`config.mk`:
```
export PLATFORM = sky130hd
export DESIGN_NAME = pipeline_controller
export DESIGN_NICKNAME = d
export VERILOG_FILES = /design/src/rtl/core_pkg.sv /design/src/rtl/perf_counter.sv /design/src/rtl/pipeline_controller.sv
export SDC_FILE = /design/constraint.sdc
export NUM_CORES = 1
export LEC_CHECK = 0
export ABC_CLOCK_PERIOD_IN_PS = 3200
export BUFFER_PORTS_ARGS = -buffer_cell sky130_fd_sc_hd__buf_2
export CAP_MARGIN = 20
export CORE_MARGIN = 4
export CORE_UTILIZATION = 54
export DETAILED_ROUTE_END_ITERATION = 8
export MAX_ROUTING_LAYER = met4
export PLACE_DENSITY_LB_ADDON = 0.1
export SYNTH_ARGS = -nofsm -noshare
export SYNTH_HDL_FRONTEND = slang
export SYNTH_SLANG_ARGS = --single-unit
```
`constraint.sdc`:
```
create_clock -name clk -period 3.2 [get_ports clk]
set_clock_uncertainty 0.1 [all_clocks]
set_input_delay 0.16 -clock clk [delete_from_list [all_inputs] [get_ports clk]]
set_output_delay 0.16 -clock clk [all_outputs]
set_load 0.02 [all_outputs]
```
`src/rtl/core_pkg.sv`:
```
// core_pkg: shared pipeline-control state encoding and RV32I opcode constants
package core_pkg;
  typedef enum logic [1:0] {
    BOOT     = 2'd0,
    RUN      = 2'd1,
    MEM_WAIT = 2'd2,
    ERROR    = 2'd3
  } ctrl_state_t;
  localparam logic [6:0] LOAD   = 7'b0000011;
  localparam logic [6:0] BRANCH = 7'b1100011;
  localparam logic [6:0] JAL    = 7'b1101111;
  localparam logic [6:0] JALR   = 7'b1100111;
endpackage

```
`src/rtl/perf_counter.sv`:
```
// perf_counter: free-running wrapping event counter
module perf_counter #(
  parameter int CNT_W = 32
) (
  input  logic             clk,
  input  logic             reset_n,
  input  logic             inc,
  output logic [CNT_W-1:0] count
);
  always_ff @(posedge clk or negedge reset_n)
    if (!reset_n) count <= '0;
    else if (inc) count <= count + 1'b1;
endmodule

```
`src/rtl/pipeline_controller.sv`:
```
// pipeline_controller: per-stage enables/flushes from hazards and the data-memory handshake
module pipeline_controller
  import core_pkg::*;
#(
  parameter int START_DELAY = 2,
  parameter int MEM_TIMEOUT = 15,
  parameter int CNT_W       = 32
) (
  input  logic             clk,
  input  logic             reset_n,
  input  logic             hd_run,
  input  logic             branch_kill,
  input  logic             jump_kill,
  input  logic             dmem_req,
  input  logic             dmem_ack,
  output logic             pc_en,
  output logic             if_id_en,
  output logic             id_ex_en,
  output logic             ex_mem_en,
  output logic             mem_wb_en,
  output logic             if_id_flush,
  output logic             id_ex_flush,
  output logic             ex_mem_flush,
  output logic             mem_err,
  output logic [CNT_W-1:0] stall_cnt,
  output logic [CNT_W-1:0] flush_cnt
);
  localparam int BOOT_W = $clog2(START_DELAY + 1);
  localparam int WAIT_W = $clog2(MEM_TIMEOUT + 1);
  ctrl_state_t       state, state_nxt;
  logic [BOOT_W-1:0] boot_cnt;
  logic [WAIT_W-1:0] wait_cnt;
  logic [4:0]        en;
  logic [2:0]        fl;
  logic              mem_stall;
  assign mem_stall = dmem_req & ~dmem_ack;
  // en = {pc, if_id, id_ex, ex_mem, mem_wb}; fl = {if_id, id_ex, ex_mem}
  always_comb begin
    state_nxt = state;
    en = 5'b00000;
    fl = 3'b000;
    case (state)
      BOOT: begin
        en = 5'b01111;
        fl = 3'b111;
        state_nxt = (boot_cnt == BOOT_W'(START_DELAY - 1)) ? RUN : BOOT;
      end
      RUN: begin
        en = mem_stall ? 5'b00000 : (!branch_kill && !jump_kill && !hd_run) ? 5'b00111 : 5'b11111;
        fl = mem_stall ? 3'b000 : branch_kill ? 3'b111 : jump_kill ? 3'b110 : !hd_run ? 3'b010 : 3'b000;
        state_nxt = mem_stall ? MEM_WAIT : RUN;
      end
      MEM_WAIT:
        state_nxt = dmem_ack ? RUN : (wait_cnt == WAIT_W'(MEM_TIMEOUT - 1)) ? ERROR : MEM_WAIT;
      ERROR: state_nxt = ERROR;
      default: state_nxt = BOOT;
    endcase
  end
  always_ff @(posedge clk or negedge reset_n)
    if (!reset_n) begin
      state    <= BOOT;
      boot_cnt <= '0;
      wait_cnt <= '0;
      mem_err  <= 1'b0;
    end else begin
      state    <= state_nxt;
      boot_cnt <= (state == BOOT) ? boot_cnt + 1'b1 : '0;
      wait_cnt <= (state == MEM_WAIT && !dmem_ack) ? wait_cnt + 1'b1 : '0;
      mem_err  <= mem_err | (state_nxt == ERROR);
    end
  assign {pc_en, if_id_en, id_ex_en, ex_mem_en, mem_wb_en} = en;
  assign {if_id_flush, id_ex_flush, ex_mem_flush} = fl;
  perf_counter #(.CNT_W(CNT_W)) u_stall_cnt (
    .clk     (clk),
    .reset_n (reset_n),
    .inc     ((state == RUN || state == MEM_WAIT) && !pc_en),
    .count   (stall_cnt)
  );
  perf_counter #(.CNT_W(CNT_W)) u_flush_cnt (
    .clk     (clk),
    .reset_n (reset_n),
    .inc     (state == RUN && |fl),
    .count   (flush_cnt)
  );
endmodule
```
==> impl_metrics.csv <==
group,metric,value,unit
yosys,synth_edf_count,0,
placed_design,hpwl,5341,um
yosys,syn_inst,317,
timing,fin_crit,2482,ps
worst_setup_path,cp_max_fo,8,
clock_network,cts_tree,"done",
clock_network,cts-root-buf,"clkbuf_8",
final_layout,diodes,0,
yosys,syn-num-nets,333,
yosys,synth_top_area_cell,"dfrtp_1",
drt,drt_iter0_markers,114,
yosys,synth_area_leaders,"dfrtp_1 53%, xnor2_1 8.1%, xor2_1 8.1%",
global_route,antenna_found_initial,0,
yosys,ys_ff_latch,73,
clock_network,clk_pin_slew,70,ps
clock_network,clock_sinks,73,
clock_network,cts_buffers,9,
yosys,syn_area,3468,um^2
timing,setup-tns-final,0,ps
die,initial_core_util,57.23,%
power,ir_drop,0.0004682,V
power,p_int,1.935,mW
timing,setup_viol_count_final,0,
yosys,async_flop_share,100.0,%
yosys,syn_avg_cell_area,10.94,um^2
worst_setup_path,max_stage_delay,540,ps
timing,slew_violations,0,
global_route,grt_usage,20.92,%
final_layout,layout-drive-gt1-share,26.47,%
drt,viasPerCell,5.383,
worst_setup_path,path_class,"flop to output port",
outcome,outcome,"completed",
yosys,synth_flop_cell,"dfrtp_1",
power,pwr-share-comb,27.4,%
timing,grt_setup_unrepaired,"false",
timing,layout_setup_ws,717.5,ps
power,switching_share,33.92,%
yosys,yosysSeqAreaShare,52.67,%
die,core-area,6061,um^2
die,die_area,7769,um^2
worst_setup_path,cp.arrival,2220,ps
placed_design,placed_cell_area,3936,um^2
timing,maxSlewHeadroom,53.93,%
yosys,ys_warn_count,0,
worst_setup_path,start_kind,"flop",
power,p_per_area,693.4,nW/um^2
clock_network,clk_path_buf_depth,2,
drt,wl_per_cell,15.31,um
drt,drc,0,
power,leakagePower,2.232,nW
clock_network,htreeDepth,3,
drt,routed_wl,7397,um
timing,max_freq,0.4028,GHz
hold_path,hold_class,"input pin to flop",
placed_design,port_buffers,79,
worst_setup_path,cp_cell_sequence,"inv_1 > ha_1 > inv_1 > nor3_1 > or2_2 > buf_2",
clock_network,clk_latency,340,ps
worst_setup_path,crit_required,2940,ps
final_layout,fin_area,4223,um^2
global_route,grt_max_degree,74,
global_route,grt_pass1_vias,2495,
timing,timing.final.crit_share,77.58,%
power,p_switching,993.2,uW
clock_network,ctsResizeCount,0,
power,seq_power_share,39.0,%
yosys,synth_top_area_share,52.67,%
yosys,yosys.cell_types.count,40,
drt,dr.pass1.iters,4,
drt,vias,2600,
worst_setup_path,cp_slowest_cell,"nor3_1",
final_layout,synthToLayoutAreaGrowth,21.75,%
global_route,overflow,0,
die,die_w,88.14,um
run,max-cap-violations,0,
die,io_pins,80,
die,fp.dieH,88.14,um
clock_network,post_cts_buffers,0,
drt,ant_nets,0,
power,p_clk_share,33.6,%
worst_setup_path,critPathCaptureType,"output port",
timing,finalHoldViolCount,0,
worst_setup_path,crit_path_frequent_cell,"inv_1",
die,rows,28,
placed_design,dp_worst_setup_slack,826.9,ps
timing,worst_slew_pin_slew,685.2,ps
final_layout,nNetsFinal,419,
global_route,grt_pass1_wl,12300,um
placed_design,gp_congestion,0.7788,
-- synth_stat cells (2+ instances only) --
| cell type | n |
|---|---|
| a21oi_1 | 3 |
| and3_1 | 9 |
| and4_1 | 8 |
| and4_4 | 2 |
| buf_2 | 3 |
| buf_4 | 2 |
| dfrtp_1 | 73 |
| ha_1 | 9 |
| inv_1 | 13 |
| nand2_1 | 26 |
| nand2b_1 | 3 |
| nand3_1 | 15 |
| nand4_1 | 19 |
| nor2_1 | 23 |
| nor2b_1 | 3 |
| nor3_1 | 15 |
| nor4_1 | 5 |
| o31ai_1 | 2 |
| xnor2_1 | 32 |
| xor2_1 | 32 |
-- metal layers --
layer	up-vias	track usage [%]	wire, um
met5	-	-	0
met4	0	7.005	103
met3	9	3.575	340
met2	56	30.68	3305
met1	1258	29.63	3648
li1	1277	-	-
-- power by group through the flow --
stage / logic, mW / registers, mW / clock network [mW]
floorplan: 0.487 / 1.23 / 0
global placement: 0.786 / 1.16 / 0
detailed placement: 0.797 / 1.16 / 0
CTS: 0.808 / 1.14 / 0.997
global route: 0.872 / 1.16 / 1.03
finish: 0.803 / 1.14 / 0.983
-- through the flow --
stage                     hold slack, ps  util [%]  instances  total power, mW
final                              126.6     69.67        483            2.928
after CTS                          120.7     69.67        483            2.948
after floorplan                   -235.6         -        317            1.716
after global placement             119.4     64.95        466            1.942
after global routing               137.0     69.67        483            3.068
after detailed placement           119.0     64.95        466            1.957
-- registers in the layout, summed over array words and instances, names as in the netlist --
| register | flops |
|---|---|
| mem_err | 1 |
| u_stall_cnt.count | 32 |
| u_flush_cnt.count | 32 |
| boot_cnt | 2 |
| state | 2 |
| wait_cnt | 4 |
-- worst max-delay path, delay by kind of cell, from the launching register on --
family,cells,cell delay [ps]
buffers and inverters,3,400
adder cells (fa/ha/maj),1,320
AND/OR/NAND/NOR,2,770
flip-flops,1,410
-- path summary, 6_finish.rpt --
check / cells after the start / startpoint / endpoint / slack, ps
min reg2reg: 1 / boot_cnt[0] / boot_cnt[0] / 340
max: 6 / state[1] / if_id_en / 720
min in group asynchronous: 3 / reset_n / u_flush_cnt.count[31] / 250
max reg2reg: 7 / state[0] / u_flush_cnt.count[13] / 810
max in group asynchronous: 3 / reset_n / u_stall_cnt.count[1] / 2420
min: 3 / dmem_ack / wait_cnt[1] / 130
-- repair_timing --
item | in CTS | in global routing
hold buffers | 1 | 0
hold endpoints to repair | 73 | 0
setup endpoints to repair | 0 | 0
-- layout make-up --
class,instances,area [um^2]
Clock buffer,11,151.4
Clock inverter,5,125.1
Fill cell,476,1838
Inverter,13,48.80
Multi-Input combinational cell,225,1551
Sequential cell,73,1827
Tap cell,75,93.84
Timing Repair Buffer,81,425.4
-- cell families (layout without fill, tap and decap cells) --
logic type | after synthesis | in the layout | share of synthesized area, %
fa+ha+maj | 9 | 9 | 3.247
xor+xnor | 64 | 64 | 16.16
flops | 73 | 73 | 52.67
compound gates | 12 | 12 | 2.598
mux | 1 | 1 | 0.3247
buf+inv | 19 | 110 | 2.597
simple gates | 139 | 139 | 22.40
-- placed cells by master, fill, tap and decap left out, types with 11 or more instances in the layout --
master / count
xnor2_1: 32
nand2_1: 26
xor2_1: 32
nand4_1: 19
nand3_1: 15
nor3_1: 15
clkbuf_8: 11
dfrtp_1: 73
nor2_1: 23
buf_2: 79
inv_1: 13
No activity file was read; power rests on OpenSTA's default activity.
